==> src/rtl/univ_shift_register.sv <==
// univ_shift_register
//   Operand register with parallel load and multi-step shift/rotate commands.
//   One start strobe (sampled in IDLE with ena=1) runs either a load, a hold,
//   or count steps of SHL/SHR/ROL/ROR/ASR. A two-state FSM (IDLE, SHIFT)
//   sequences the steps and drives the busy/done handshake.
//   Optional feature macro: USR_PARITY_EN adds registered even-parity output par.
// Ports
//   clk    in   rising-edge clock
//   rst_n  in   asynchronous active-low reset
//   ena    in   global enable; 0 freezes r, sout, FSM and step counter
//   start  in   command strobe
//   mode   in   000 hold, 001 load, 010 SHL, 011 SHR, 100 ROL, 101 ROR, 110 ASR, 111 hold
//   count  in   number of shift steps (ignored for load/hold)
//   sin    in   serial input for SHL (into LSB) and SHR (into MSB), sampled per step
//   data   in   parallel load data
//   r      out  register contents
//   sout   out  bit shifted/rotated out by the most recent step
//   busy   out  multi-step command in progress
//   done   out  one-cycle completion pulse
//   par    out  ^r, registered (only with USR_PARITY_EN)
module univ_shift_register #(
   parameter int                WIDTH     = 8,
   parameter logic [WIDTH-1:0]  RESET_VAL = '0,
   localparam int               CW        = $clog2(WIDTH+1)
) (
   input  logic             clk,
   input  logic             rst_n,
   input  logic             ena,
   input  logic             start,
   input  logic [2:0]       mode,
   input  logic [CW-1:0]    count,
   input  logic             sin,
   input  logic [WIDTH-1:0] data,
   output logic [WIDTH-1:0] r,
   output logic             sout,
   output logic             busy,
   output logic             done
`ifdef USR_PARITY_EN
   ,
   output logic             par
`endif
);

   typedef enum logic {IDLE, SHIFT} state_t;

   localparam logic [2:0] M_LOAD = 3'b001;
   localparam logic [2:0] M_SHL  = 3'b010;
   localparam logic [2:0] M_SHR  = 3'b011;
   localparam logic [2:0] M_ROL  = 3'b100;
   localparam logic [2:0] M_ROR  = 3'b101;
   localparam logic [2:0] M_ASR  = 3'b110;

   state_t           st, st_nxt;
   logic [CW-1:0]    rem, rem_nxt;
   logic [2:0]       mode_q, mode_nxt;
   logic [WIDTH-1:0] r_nxt;
   logic             sout_nxt, done_nxt;
   logic             is_shift;

   // One step applied to v; result is {bit_out, new_value}.
   function automatic logic [WIDTH:0] step_f(input logic [2:0] m,
                                             input logic [WIDTH-1:0] v,
                                             input logic s);
      case (m)
         M_SHL:   step_f = {v[WIDTH-1], v[WIDTH-2:0], s};
         M_SHR:   step_f = {v[0], s, v[WIDTH-1:1]};
         M_ROL:   step_f = {v[WIDTH-1], v[WIDTH-2:0], v[WIDTH-1]};
         M_ROR:   step_f = {v[0], v[0], v[WIDTH-1:1]};
         M_ASR:   step_f = {v[0], v[WIDTH-1], v[WIDTH-1:1]};
         default: step_f = {1'b0, v};
      endcase
   endfunction

   assign is_shift = (mode >= M_SHL) && (mode <= M_ASR);

   always_comb begin
      st_nxt   = st;
      rem_nxt  = rem;
      mode_nxt = mode_q;
      r_nxt    = r;
      sout_nxt = sout;
      done_nxt = 1'b0;
      if (ena) begin
         case (st)
            IDLE: begin
               if (start) begin
                  mode_nxt = mode;
                  if (mode == M_LOAD) begin
                     r_nxt    = data;
                     done_nxt = 1'b1;
                  end else if (is_shift && count != '0) begin
                     // first step happens on the start edge itself
                     {sout_nxt, r_nxt} = step_f(mode, r, sin);
                     if (count == CW'(1)) begin
                        done_nxt = 1'b1;
                     end else begin
                        st_nxt  = SHIFT;
                        rem_nxt = count - 1'b1;
                     end
                  end else begin
                     done_nxt = 1'b1;   // hold, reserved, or zero-step shift
                  end
               end
            end
            SHIFT: begin
               {sout_nxt, r_nxt} = step_f(mode_q, r, sin);
               rem_nxt = rem - 1'b1;
               if (rem == CW'(1)) begin
                  st_nxt   = IDLE;
                  done_nxt = 1'b1;
               end
            end
            default: st_nxt = IDLE;
         endcase
      end
   end

   always_ff @(posedge clk or negedge rst_n) begin
      if (!rst_n) begin
         st     <= IDLE;
         rem    <= '0;
         mode_q <= '0;
         r      <= RESET_VAL;
         sout   <= 1'b0;
         done   <= 1'b0;
      end else begin
         st     <= st_nxt;
         rem    <= rem_nxt;
         mode_q <= mode_nxt;
         r      <= r_nxt;
         sout   <= sout_nxt;
         done   <= done_nxt;
      end
   end

   assign busy = (st == SHIFT);

`ifdef USR_PARITY_EN
   // tracks r_nxt so parity always matches the visible register
   always_ff @(posedge clk or negedge rst_n) begin
      if (!rst_n) par <= ^RESET_VAL;
      else        par <= ^r_nxt;
   end
`endif

endmodule

==> config.mk <==
export PLATFORM = sky130hd
export DESIGN_NAME = univ_shift_register
export DESIGN_NICKNAME = d
export VERILOG_FILES = /design/src/rtl/univ_shift_register.sv
export SDC_FILE = /design/constraint.sdc
export NUM_CORES = 1
export LEC_CHECK = 0
export BUFFER_PORTS_ARGS = -buffer_cell sky130_fd_sc_hd__buf_2
export CORE_MARGIN = 2
export CORE_UTILIZATION = 45
export CTS_CLUSTER_SIZE = 40
export DETAILED_ROUTE_END_ITERATION = 10
export PLACE_DENSITY = 0.68
export SYNTH_ARGS = -nofsm -noshare
export SYNTH_HDL_FRONTEND = slang
export SYNTH_SLANG_ARGS = --single-unit
==> constraint.sdc <==
create_clock -name clk -period 4.1 [get_ports clk]
set_input_delay 0.82 -clock clk [delete_from_list [all_inputs] [get_ports clk]]
set_output_delay 0.82 -clock clk [all_outputs]
set_load 0.02 [all_outputs]
=== Word level (Yosys, flattened, before mapping) ===
Index checks and enable logic that the tools add are counted.

* Add/subtract/negate cells: 2
* $lt $le $gt $ge: 2
* Equal/unequal tests: 24
* Multiplexer cells: 28
* Bitwise gates (word level): 1
* Reduce and logical (&&, ||, !) cells: 8

{| class="wikitable"
|+ Operators with widths
! cell !! count
|-
| $pmux 9 s5 || 2
|-
| $mux 8 || 3
|-
| $eq 3x3->1 const B || 6
|-
| $mux 4 || 4
|-
| $pmux 8 s2 || 1
|-
| $mux 1 || 14
|-
| $eq 3x2->1 const B || 4
|-
| $ne 2x2->1 const B || 5
|-
| $reduce_and 5->1 || 2
|-
| $eq 4x1->1 const B || 2
|-
| $pmux 4 s2 || 1
|-
| $sub 4x1->4 const B || 2
|-
| $ne 7x2->1 const B || 1
|-
| $reduce_and 7->1 || 1
|-
| $ne 3x3->1 const B || 2
|-
| $ne 6x1->1 const B || 1
|-
| $ne 6x2->1 const B || 1
|-
| $pmux 1 s2 || 3
|-
| $ne 5x1->1 const B || 1
|-
| $reduce_and 4->1 || 1
|-
| $reduce_bool 4->1 || 1
|-
| $eq 3x1->1 const B || 1
|-
| $ge 3x2->1 const B || 1
|-
| $le 3x3->1 const B || 1
|-
| 3 further kinds || 4
|}

* Flip-flop bits (word level): 18
* Input port bits: 20
* Output and inout bits: 11

=== Depth between registers and ports, before layout ===
* Depth in word-level cells: 8
* Gate-level depth with buffers: 6
* Depth with buffers taken out: 6

=== Least setup slack after synthesis ===
No wires, ideal clock.

* Path type: in2reg
* Start: input port count[0]
* End: register sout
* Arrival time: 2146 ps
* Data required time: 3975 ps
* Path slack: 1829 ps
* Stages: 6
* Buffers on the path: 0
* Path through: inv_1 -> ha_1 -> or3b_1 -> and4_1 -> o21ai_0 -> mux2_2

* Word-level cells in the longest chain between the ends: 4

{| class="wikitable"
|+ Ends and longest elaborated chain
! item !! line !! source
|-
| start: declaration || 31 || <nowiki>input logic [CW-1:0] count,</nowiki>
|-
| $reduce_bool 4->1 || 91 || <nowiki>end else if (is_shift && count != '0) begin</nowiki>
|-
| $logic_and 1x1->1 || 91 ||
|-
| $ne 2x2->1 (no line) || - ||
|-
| $reduce_and 4->1 (no line) || - ||
|-
| end signal: assignment || 131 || <nowiki>sout <= sout_nxt;</nowiki>
|-
| end: declaration || 35 || <nowiki>output logic sout,</nowiki>
|}

Every way passes these cells.
A chain may end at the register's enable or synchronous reset.

=== Worst setup path after layout ===
Ends and elaborated chain as after synthesis.

==> reports/summary.txt <==
worst stage delay on the critical path - 390 ps
DP HPWL - 2.57 mm
area of the die - 3680 sq um
post-synth net total - 183
CP cell instances - buf_2 -> inv_1 -> ha_1 -> or3b_1 -> and4_1 -> o21ai_0 -> mux2_2
clock root cell - clkbuf_4
gr usage total - 21.7%
relative slew slack - 46.0%
initial antenna violation count - 0
synth warn - 0
H-tree levels - 1
Sink Count - 18
worst hold path class - input port to async pin
Pint - 0.600 mW
vias per std cell - 6.12
number of port buffers - 30
adder and majority gate portion of the synthesized area - 3.46%
Simple-Gate Fraction of Synth Area - 21.5%
Final Cell Area - 1630 sq um
Core Area - 3050 sq um
Post-synth EDFFs - 0
final hold vios - 0
Least-Margin Pin Slew - 806 ps
CTS tree - built
num ports - 31
Final Max Tran Viols - 0
main combinational cell family by area after synthesis - compound AO/OA/AOI/OAI gates
Clock Skew - 0.738 ps
slowest CP cell - or3b_1
R2R setup slack - 1940 ps
Area contributors post-synth - dfrtp_1, a211oi_1, mux2_2
Reg power frac - 35.6%
Die X - 60.7 um
Layout Nets - 207
Max Freq - 460 MHz
P_sw - 0.551 mW
dominant synthesized flop cell - dfrtp_1
WP data arrival - 2370 ps
CP Class - input port to flip-flop
Gate power share - 54.4%
Netlist cell types - 54
FF+latch count, synth - 18
outcome - completed
Sw Ratio - 47.9%
DIE HEIGHT - 60.7 um
largest net degree at the start of global routing - 20
Post-CTS Hold Buffers - 0
XOR/XNOR Fraction of Synth Area - 3.03%
CTS max path bufs - 2
TritonRoute pass-1 iters - 4
Skew-Pair Late Insertion Delay - 300 ps
setup TNS - 0 ps
first-pass GRT wire length - 5.98 mm
sequential-to-total area share from yosys stat - 31.1%
Avg Inst Size Synth - 9.10 sq um
Static Leak - 0.691 nW
critical path endpoint category - flip-flop
Critical Path Fanout Max - 5
share of the synthesized area in the top cell type - 31.1%
Mapped Cells - 159
Final Cycle Share - 53.1%
RSZ-0062 raised after global routing - no
max cap viols - 0
Compound-Gate Fraction of Synth Area - 27.5%
PostCTS Resize Cnt - 0
most common cell after layout, fill and taps aside - buf_2
maximum vdd ir drop - 0.000296 V
drt drc - 0
crit path time final - 2180 ps
Critical Path RT - 4300 ps
Antenna diodes - 0
power share of the clock group - 10.0%
final setup fails - 0
vias in the first global route - 1,274
synthesized area - 1450 sq um
Initial Util - 47.4%
fraction of layout cells with a size suffix above 1 - 24.7%
initial DRC count - 107
Area Growth Syn to Fin - 12.5%
commonest non-fill, non-tap cells in the layout - buf_2, dfrtp_1, nand3_1, a211oi_1, a31oi_1
placed cell areas - 1590 sq um
Placer Congestion - 0.861
multiplexer share of the synthesized area - 7.44%
Power Density - 707 nW/um^2
routed len/inst - 16.0 um
Worst-path clk slew - 110 ps
Antenna Nets Post-Route - 0
Total Wirelength - 3.61 mm
critical path startpoint category - input port
post-CTS setup repair buffer count - 0
leading area contributor after synthesis - dfrtp_1
Post-Route Utilization - 53.3%
via count - 1,382
CTS Buf Count - 3
row count - 20
grt total ovfl - 0
Post-synth ARST share - 100%
==> worst max-delay path, delay by kind of cell <==
kind | cells | cell delay, ps
compound gates | 1 | 170
simple gates | 2 | 650
buf+inv | 2 | 180
mux | 1 | 350
fa+ha+maj | 1 | 200
==> flip-flops by register name, indices dropped and copies added (netlist names) <==
name and flops:
busy 1, mode_q 3, sout 1, r 8, rem 4, done 1
==> cell usage after synthesis (2+ instances only) <==
cell type  count
nor2_1         5
o221ai_1       2
o2bb2ai_1      2
mux2i_1        4
a211oi_1      10
o21ai_0        4
and2_1         2
nor3b_1        3
and4_1         2
nand2_1        7
ha_1           4
inv_1          7
mux2_2         6
nand3_1       10
xor2_1         4
buf_1          2
a22oi_1        6
o22ai_1        3
nor3_1         3
nand3b_1       3
and3_1         2
dfrtp_1       18
a21oi_1        2
a31oi_1        9
buf_2          5
nand2b_1       5
nor4_1         2
==> worst paths after layout <==
path / from / endpoint / depth (start not counted)
worst max-delay path: count[0] / sout$_DFFE_PN0P_ / 7
worst min-delay path: rst_n / mode_q[0]$_DFFE_PN0P_ / 1
worst max register to register: busy$_DFFE_PN0P_ / sout$_DFFE_PN0P_ / 4
worst min register to register: sout$_DFFE_PN0P_ / sout$_DFFE_PN0P_ / 1
max in group asynchronous: rst_n / rem[0]$_DFFE_PN0P_ / 1
min in group clk: sout$_DFFE_PN0P_ / sout$_DFFE_PN0P_ / 1
==> cell type report <==
type	count	area, sq um
Fill cell	305	1430
Multi-Input combinational cell	123	910
Inverter	7	26.3
Sequential cell	18	450
Clock buffer	4	36.3
Timing Repair Buffer	30	150
Tap cell	44	55.1
==> metrics by stage <==
stage	power (mW)	hold slack (ps)	setup slack (ps)	std cells
finish	1.15	443	1920	226
global route	1.25	452	1770	226
CTS	1.15	455	1930	226
detailed placement	1.03	490	1610	222
global placement	1.01	516	1650	222
floorplan	0.867	515	1830	159
==> layer usage <==
layer  GRT usage (%)  share of wire (%)
met1            30.4                 46
met3            2.99                4.0
met4            8.39                1.2
met5               0                  0
met2            33.9                 49
==> cells by family after synthesis <==
group,Yosys count
simple gates,52
fa+ha+maj,4
xor+xnor,5
mux,10
buf+inv,18
compound gates,52
flops,18
==> power groups by stage <==
| stage | sequential (mW) | combinational (mW) | clock (mW) |
|---|---|---|---|
| floorplan | 0.399 | 0.468 | 0 |
| global placement | 0.406 | 0.608 | 0 |
| detailed placement | 0.409 | 0.622 | 0 |
| CTS | 0.406 | 0.623 | 0.117 |
| global route | 0.430 | 0.691 | 0.127 |
| finish | 0.410 | 0.626 | 0.115 |
Power figures use the tool's default switching activity.
